### src/rtl/pipe_stage_reg_pkg.sv
// Shared constants for the P7 inter-stage registers: exception codes, fixed PCs,
// payload packing offsets, and the per-cycle stage action.
package pipe_stage_reg_pkg;

  localparam logic [4:0] EXC_INT  = 5'd0;
  localparam logic [4:0] EXC_ADEL = 5'd4;
  localparam logic [4:0] EXC_ADES = 5'd5;
  localparam logic [4:0] EXC_RI   = 5'd10;
  localparam logic [4:0] EXC_OV   = 5'd12;

  localparam logic [31:0] HANDLER_PC   = 32'h0000_4180;
  localparam logic [31:0] RESET_PC_DEF = 32'h0000_3000;

  // Payload layout: inst | ALU | rt | MDU | ext32, LSB first
  localparam int unsigned PL_INST_LSB = 0;
  localparam int unsigned PL_ALU_LSB  = 32;
  localparam int unsigned PL_RT_LSB   = 64;
  localparam int unsigned PL_MDU_LSB  = 96;
  localparam int unsigned PL_EXT_LSB  = 128;
  localparam int unsigned PL_W        = 160;

  typedef enum logic [1:0] {
    ACT_HOLD,
    ACT_LOAD,
    ACT_BUBBLE,
    ACT_REDIRECT
  } stage_act_e;

endpackage

### src/rtl/pipe_stage_reg_if.sv
// Handshake/payload bundle between a feeding stage and its pipeline register.
interface pipe_stage_reg_if #(
  parameter int unsigned DATA_W = 160,
  parameter int unsigned PC_W   = 32,
  parameter int unsigned EXC_W  = 5,
  parameter int unsigned CNT_W  = 16
);
  logic              we;
  logic              flush;
  logic              req;
  logic [PC_W-1:0]   req_pc;
  logic [PC_W-1:0]   pc_i;
  logic [DATA_W-1:0] data_i;
  logic [EXC_W-1:0]  exc_i;
  logic [EXC_W-1:0]  exc_local_i;
  logic              bd_i;
  logic              valid_i;
  logic [PC_W-1:0]   pc_o;
  logic [DATA_W-1:0] data_o;
  logic [EXC_W-1:0]  exc_o;
  logic              bd_o;
  logic              valid_o;
  logic [CNT_W-1:0]  bubble_cnt_o;

  modport master (
    output we, flush, req, req_pc, pc_i, data_i, exc_i, exc_local_i, bd_i, valid_i,
    input  pc_o, data_o, exc_o, bd_o, valid_o, bubble_cnt_o
  );

  modport slave (
    input  we, flush, req, req_pc, pc_i, data_i, exc_i, exc_local_i, bd_i, valid_i,
    output pc_o, data_o, exc_o, bd_o, valid_o, bubble_cnt_o
  );
endinterface

### src/rtl/pipe_stage_reg_sat_counter.sv
// Saturating up-counter with synchronous clear; sticks at all-ones.
module sat_counter #(
  parameter int unsigned CNT_W = 16
) (
  input  logic             clk,
  input  logic             clr,
  input  logic             inc,
  output logic [CNT_W-1:0] cnt
);
  logic [CNT_W-1:0] cnt_d, cnt_q;

  always_comb begin
    cnt_d = cnt_q;
    if (inc && (cnt_q != '1)) cnt_d = cnt_q + 1'b1;
  end

  always_ff @(posedge clk) begin
    if (clr) cnt_q <= '0;
    else     cnt_q <= cnt_d;
  end

  assign cnt = cnt_q;
endmodule

### src/rtl/pipe_stage_reg.sv
// Generic P7 inter-stage register: payload/PC/exception/BD/valid with redirect,
// bubble insertion and a saturating bubble counter.
module pipe_stage_reg
  import pipe_stage_reg_pkg::*;
#(
  parameter int unsigned     DATA_W          = PL_W,
  parameter int unsigned     PC_W            = 32,
  parameter int unsigned     EXC_W           = 5,
  parameter logic [PC_W-1:0] RESET_PC        = RESET_PC_DEF,
  parameter bit              BUBBLE_ON_STALL = 1'b0,
  parameter int unsigned     CNT_W           = 16
) (
  input logic             clk,
  input logic             reset,
  pipe_stage_reg_if.slave bus
);
  stage_act_e        act;
  logic [PC_W-1:0]   pc_d,    pc_q;
  logic [DATA_W-1:0] data_d,  data_q;
  logic [EXC_W-1:0]  exc_d,   exc_q;
  logic              bd_d,    bd_q;
  logic              valid_d, valid_q;
  logic [CNT_W-1:0]  cnt;

  always_comb begin
    act = ACT_HOLD;
    if (bus.req)        act = ACT_REDIRECT;
    else if (bus.flush) act = ACT_BUBBLE;
    else if (!bus.we)   act = BUBBLE_ON_STALL ? ACT_BUBBLE : ACT_HOLD;
    else                act = ACT_LOAD;
  end

  always_comb begin
    pc_d    = pc_q;
    data_d  = data_q;
    exc_d   = exc_q;
    bd_d    = bd_q;
    valid_d = valid_q;
    unique case (act)
      ACT_REDIRECT: begin
        pc_d    = bus.req_pc;
        data_d  = '0;
        exc_d   = '0;
        bd_d    = 1'b0;
        valid_d = 1'b0;
      end
      // A bubble keeps PC/BD so EPC/BD still point at the macroscopic instruction
      ACT_BUBBLE: begin
        pc_d    = bus.pc_i;
        data_d  = '0;
        exc_d   = '0;
        bd_d    = bus.bd_i;
        valid_d = 1'b0;
      end
      ACT_LOAD: begin
        pc_d    = bus.pc_i;
        data_d  = bus.data_i;
        bd_d    = bus.bd_i;
        valid_d = bus.valid_i;
        exc_d   = !bus.valid_i          ? '0 :
                  (bus.exc_i != '0)     ? bus.exc_i : bus.exc_local_i;
      end
      default: ;
    endcase
  end

  always_ff @(posedge clk) begin
    if (reset) begin
      pc_q    <= RESET_PC;
      data_q  <= '0;
      exc_q   <= '0;
      bd_q    <= 1'b0;
      valid_q <= 1'b0;
    end else begin
      pc_q    <= pc_d;
      data_q  <= data_d;
      exc_q   <= exc_d;
      bd_q    <= bd_d;
      valid_q <= valid_d;
    end
  end

  sat_counter #(.CNT_W(CNT_W)) u_bubble_cnt (
    .clk (clk),
    .clr (reset),
    .inc (act == ACT_BUBBLE),
    .cnt (cnt)
  );

  assign bus.pc_o         = pc_q;
  assign bus.data_o       = data_q;
  assign bus.exc_o        = exc_q;
  assign bus.bd_o         = bd_q;
  assign bus.valid_o      = valid_q;
  assign bus.bubble_cnt_o = cnt;
endmodule

### src/flat_wrapper.sv
// flat-port wrapper written by rule: the top's interface ports become plain ports
module pipe_stage_reg_flat import pipe_stage_reg_pkg::*;
#(
  parameter int unsigned     DATA_W          = PL_W,
  parameter int unsigned     PC_W            = 32,
  parameter int unsigned     EXC_W           = 5,
  parameter logic [PC_W-1:0] RESET_PC        = RESET_PC_DEF,
  parameter bit              BUBBLE_ON_STALL = 1'b0,
  parameter int unsigned     CNT_W           = 16
)
  (clk, reset, bus_we, bus_flush, bus_req, bus_req_pc, bus_pc_i, bus_data_i, bus_exc_i, bus_exc_local_i, bus_bd_i, bus_valid_i, bus_pc_o, bus_data_o, bus_exc_o, bus_bd_o, bus_valid_o, bus_bubble_cnt_o);
  pipe_stage_reg_if #(.DATA_W(DATA_W), .PC_W(PC_W), .EXC_W(EXC_W), .CNT_W(CNT_W)) bus_i ();
  input logic clk;
  input logic reset;
  input wire logic [$bits(bus_i.we)-1:0] bus_we;
  input wire logic [$bits(bus_i.flush)-1:0] bus_flush;
  input wire logic [$bits(bus_i.req)-1:0] bus_req;
  input wire logic [$bits(bus_i.req_pc)-1:0] bus_req_pc;
  input wire logic [$bits(bus_i.pc_i)-1:0] bus_pc_i;
  input wire logic [$bits(bus_i.data_i)-1:0] bus_data_i;
  input wire logic [$bits(bus_i.exc_i)-1:0] bus_exc_i;
  input wire logic [$bits(bus_i.exc_local_i)-1:0] bus_exc_local_i;
  input wire logic [$bits(bus_i.bd_i)-1:0] bus_bd_i;
  input wire logic [$bits(bus_i.valid_i)-1:0] bus_valid_i;
  output wire logic [$bits(bus_i.pc_o)-1:0] bus_pc_o;
  output wire logic [$bits(bus_i.data_o)-1:0] bus_data_o;
  output wire logic [$bits(bus_i.exc_o)-1:0] bus_exc_o;
  output wire logic [$bits(bus_i.bd_o)-1:0] bus_bd_o;
  output wire logic [$bits(bus_i.valid_o)-1:0] bus_valid_o;
  output wire logic [$bits(bus_i.bubble_cnt_o)-1:0] bus_bubble_cnt_o;
  assign bus_i.we = bus_we;
  assign bus_i.flush = bus_flush;
  assign bus_i.req = bus_req;
  assign bus_i.req_pc = bus_req_pc;
  assign bus_i.pc_i = bus_pc_i;
  assign bus_i.data_i = bus_data_i;
  assign bus_i.exc_i = bus_exc_i;
  assign bus_i.exc_local_i = bus_exc_local_i;
  assign bus_i.bd_i = bus_bd_i;
  assign bus_i.valid_i = bus_valid_i;
  assign bus_pc_o = bus_i.pc_o;
  assign bus_data_o = bus_i.data_o;
  assign bus_exc_o = bus_i.exc_o;
  assign bus_bd_o = bus_i.bd_o;
  assign bus_valid_o = bus_i.valid_o;
  assign bus_bubble_cnt_o = bus_i.bubble_cnt_o;
  pipe_stage_reg #(.DATA_W(DATA_W), .PC_W(PC_W), .EXC_W(EXC_W), .RESET_PC(RESET_PC), .BUBBLE_ON_STALL(BUBBLE_ON_STALL), .CNT_W(CNT_W)) u_core (.clk(clk), .reset(reset), .bus(bus_i));
endmodule
### config.mk
export PLATFORM = sky130hd
export DESIGN_NAME = pipe_stage_reg_flat
export DESIGN_NICKNAME = d
export VERILOG_FILES = /design/src/rtl/pipe_stage_reg_pkg.sv /design/src/rtl/pipe_stage_reg_if.sv /design/src/rtl/pipe_stage_reg_sat_counter.sv /design/src/rtl/pipe_stage_reg.sv /design/src/flat_wrapper.sv
export SDC_FILE = /design/constraint.sdc
export NUM_CORES = 1
export LEC_CHECK = 0
export ABC_AREA = 1
export BUFFER_PORTS_ARGS = -buffer_cell sky130_fd_sc_hd__buf_4
export CAP_MARGIN = 20
export CORE_AREA = 5 5 173 175
export DETAILED_ROUTE_END_ITERATION = 16
export DIE_AREA = 0 0 178 180
export SYNTH_ARGS = -nofsm -noshare
export SYNTH_HDL_FRONTEND = slang
export SYNTH_SLANG_ARGS = --single-unit
### constraint.sdc
create_clock -name clk -period 3.9 [get_ports clk]
set_input_delay 0 -clock clk [delete_from_list [all_inputs] [get_ports clk]]
set_output_delay 0 -clock clk [all_outputs]
set_load 0.1 [all_outputs]
==> flow_metrics.py <==
metrics = {
    "status": {
        "status": "finished, final reports clean",
    },
    "synthesis": {
        "yosysSeqAreaShare": 0.5163,
        "syn_nets": 1340,
        "syn_avg_cell_area_um2": 7.613,
        "synth_cell_types": 23,
        "syn_inst": 1095,
        "ys_ff_latch": 215,
        "netlist_area_mm2": 0.008337,
        "synth-warning-count": 0,
    },
    "timing": {
        "post-route-period-util": 0.6646,
        "slew_headroom": 0.3465,
        "fin_tns_setup_ns": 0,
        "rsz0062_at_grt": "no",
        "max_freq_mhz": 385.8,
        "skew_ns": 0.005615,
        "slew_violations": 0,
        "period_minus_slack_ns": 2.592,
        "finalSetupViolCount": 0,
        "hold_viol": 0,
        "worst_pin_slew_ns": 0.9803,
    },
    "die": {
        "die_area_mm2": 0.03204,
        "initial_utilization": 0.2944,
        "num_rows": 62,
        "die_y_um": 180,
        "core_area_mm2": 0.02831,
        "io_pins": 456,
        "die_w_um": 178,
    },
    "cells_and_area": {
        "final_common_cell": "buf_4",
        "final_area_mm2": 0.01514,
        "drive_above_1_share": 0.3127,
        "final_cell_mix": "buf_4, nand2_1, dlygate4sd3_1",
        "fillCellCount": 2537,
        "synthToLayoutAreaGrowth_pct": 81.57,
        "fin_nets": 1993,
    },
    "grt": {
        "grt_max_degree": 116,
        "overflow": 0,
        "grt_pass1_vias": 9617,
        "track_usage": 0.1933,
        "antenna_found_initial": 1,
        "grt_first_pass_wirelength_um": 50830,
    },
    "detailed_routing": {
        "wl_per_cell_um": 15.55,
        "drt_iter0_drc": 470,
        "drt-total-wl_um": 33380,
        "drt-vias-per-instance": 4.460,
        "vias": 9575,
        "drc": 0,
        "first_pass_iters": 6,
        "ant_nets": 0,
    },
    "cts": {
        "clockRootBuffer": "clkbuf_16",
        "numCtsBuffers": 25,
        "cts_tree": "yes",
        "cts_max_level": 1,
        "insertion_delay_ns": 0.51,
        "cts-resized-gates": 0,
        "cts_sinks": 215,
        "path_clk_slew_ns": 0.06,
        "clk_path_buf_depth": 3,
    },
    "setup_path": {
        "r2r-start": "u_core.u_bubble_cnt.cnt[0]",
        "rrSetupSlack_ns": 2.13,
        "cp_top_family": "buffers and inverters",
        "endpoint_kind": "flop",
        "slowest_delay_ns": 0.60,
        "critical_path_class": "input pin to flop",
        "crit_chain": "buf_4 -> inv_1 -> a21oi_1 -> ha_4 -> inv_2 -> nand2_1 -> inv_4 -> nand2_1 -> inv_1 -> o21ai_0 -> dlygate4sd3_1 -> a21oi_1",
        "r2r_cells": 7,
        "crit_required_ns": 4.33,
        "crit_fanout": 73,
        "r2r_end": "u_core.u_bubble_cnt.cnt[9]",
        "path_buf_inv": 6,
        "cp-start-kind": "input pin",
        "slowest_stage": "inv_4",
        "worst_ep_arrival_time_ns": 3.02,
    },
    "power": {
        "p_leak_nw": 6.692,
        "peakVddDrop_v": 0.0002771,
        "p_per_area_mw_per_mm2": 388.8,
        "total_power_mw": 5.885,
    },
    "placement": {
        "dpl.hpwl_um": 21860,
        "place.gp.congestion": 0.8273,
        "port_buffers": 455,
        "place_area_mm2": 0.01199,
    },
    "hold_path": {
        "whs_endpoint": "u_core.bus.data_o[149]",
        "hold_path.startpoint": "reset",
        "holdPathStages": 2,
        "hold_path.class": "input pin to flop",
    },
    "job": {
        "max-cap-violations": 0,
    },
}
cells by family after synthesis:
logic type                 Yosys count  share of synthesized area
and+or+nand+nor                    489                     0.2268
AOI/OAI and AO/OA                  222                     0.1382
DFF                                215                     0.5163
buffers and inverters              127                    0.06348
muxes                               32                    0.04292
xor gates and xnor gates             6                   0.006305
adders and majority gates            4                   0.006004
synth_stat cells, drive strengths merged:
library cell	number	area [um2]
nand2	382	1439
dfxtp	215	4304
a21oi	182	948.4
nor2	90	357.8
inv	56	210.2
o21ai	40	204.0
buf	37	191.4
clkbuf	34	127.6
mux2	30	337.8
nand3	10	50.05
nand4	7	43.79
ha	4	50.05
xnor2	3	26.28
xor2	3	26.28
mux2i	2	20.02
state kept, by name, summed over array words and instances, names as in the netlist:
name / count
u_core.bus.valid_o: 1
u_core.bus.exc_o: 5
u_core.bus.bd_o: 1
u_core.bus.pc_o: 32
u_core.bus.data_o: 160
u_core.u_bubble_cnt.cnt: 16
stage by stage:
stage	cells	util	hold WS (ns)	worst slack [ns]
6_report	2147	0.5346	0.03641	1.308
5_1_grt	2147	0.5346	0.08039	1.001
4_1_cts	2146	0.5345	0.04604	1.344
3_5_place_dp	1869	0.4235	0.2592	1.115
3_3_place_gp	1869	0.4235	0.2497	1.190
2_1_floorplan	1095	-	0.1438	1.713
layout make-up:
class / instances / area (um2) / area share
repair buffers: 697 / 5839 / 0.3858
clock buffers: 35 / 723.2 / 0.04778
well taps: 384 / 480.5 / 0.03174
flip-flops and latches: 215 / 4304 / 0.2843
inverters: 56 / 212.7 / 0.01405
clock inverters: 6 / 58.81 / 0.003885
multi-input cells: 753 / 3516 / 0.2323
diodes: 1 / 2.502 / 0.0001653
repair_timing:
item	CTS	global route
hold endpoints to repair	199	0
hold buffers	236	0
buffers inserted	0	0
worst register-to-register path: cells and delay by family (launching register included):
family	cells	cell delay [ns]
buffers and inverters	1	0.08
DFF	1	0.40
AOI/OAI and AO/OA	2	0.59
adders and majority gates	1	0.28
and+or+nand+nor	3	0.35
worst max path at each step:
stage,startpoint,end,slack (ns),depth (start not counted)
finish,bus_flush,u_core.bus.exc_o[1],1.31,12
global route,bus_flush,u_core.bus.exc_o[1],1.00,12
CTS,bus_flush,u_core.bus.exc_o[1],1.34,12
detailed placement,bus_flush,u_core.bus.data_o[92],1.11,10
global placement,bus_flush,u_core.bus.data_o[92],1.19,10
floorplan,u_core.u_bubble_cnt.cnt[0],u_core.u_bubble_cnt.cnt[10],1.71,9
power breakdown:
part	switching (mW)	internal (mW)	total (mW)
clock	0.905	1.34	2.25
sequential	0.0402	2.27	2.31
combinational	0.820	0.506	1.33
metal layers:
layer | track usage | share of wire
met2 | 0.3438 | 0.50
met3 | 0.04349 | 0.066
met1 | 0.2208 | 0.39
met5 | 0 | 0
met4 | 0.08137 | 0.042
Note: power is estimated with default switching activity, not from simulation.
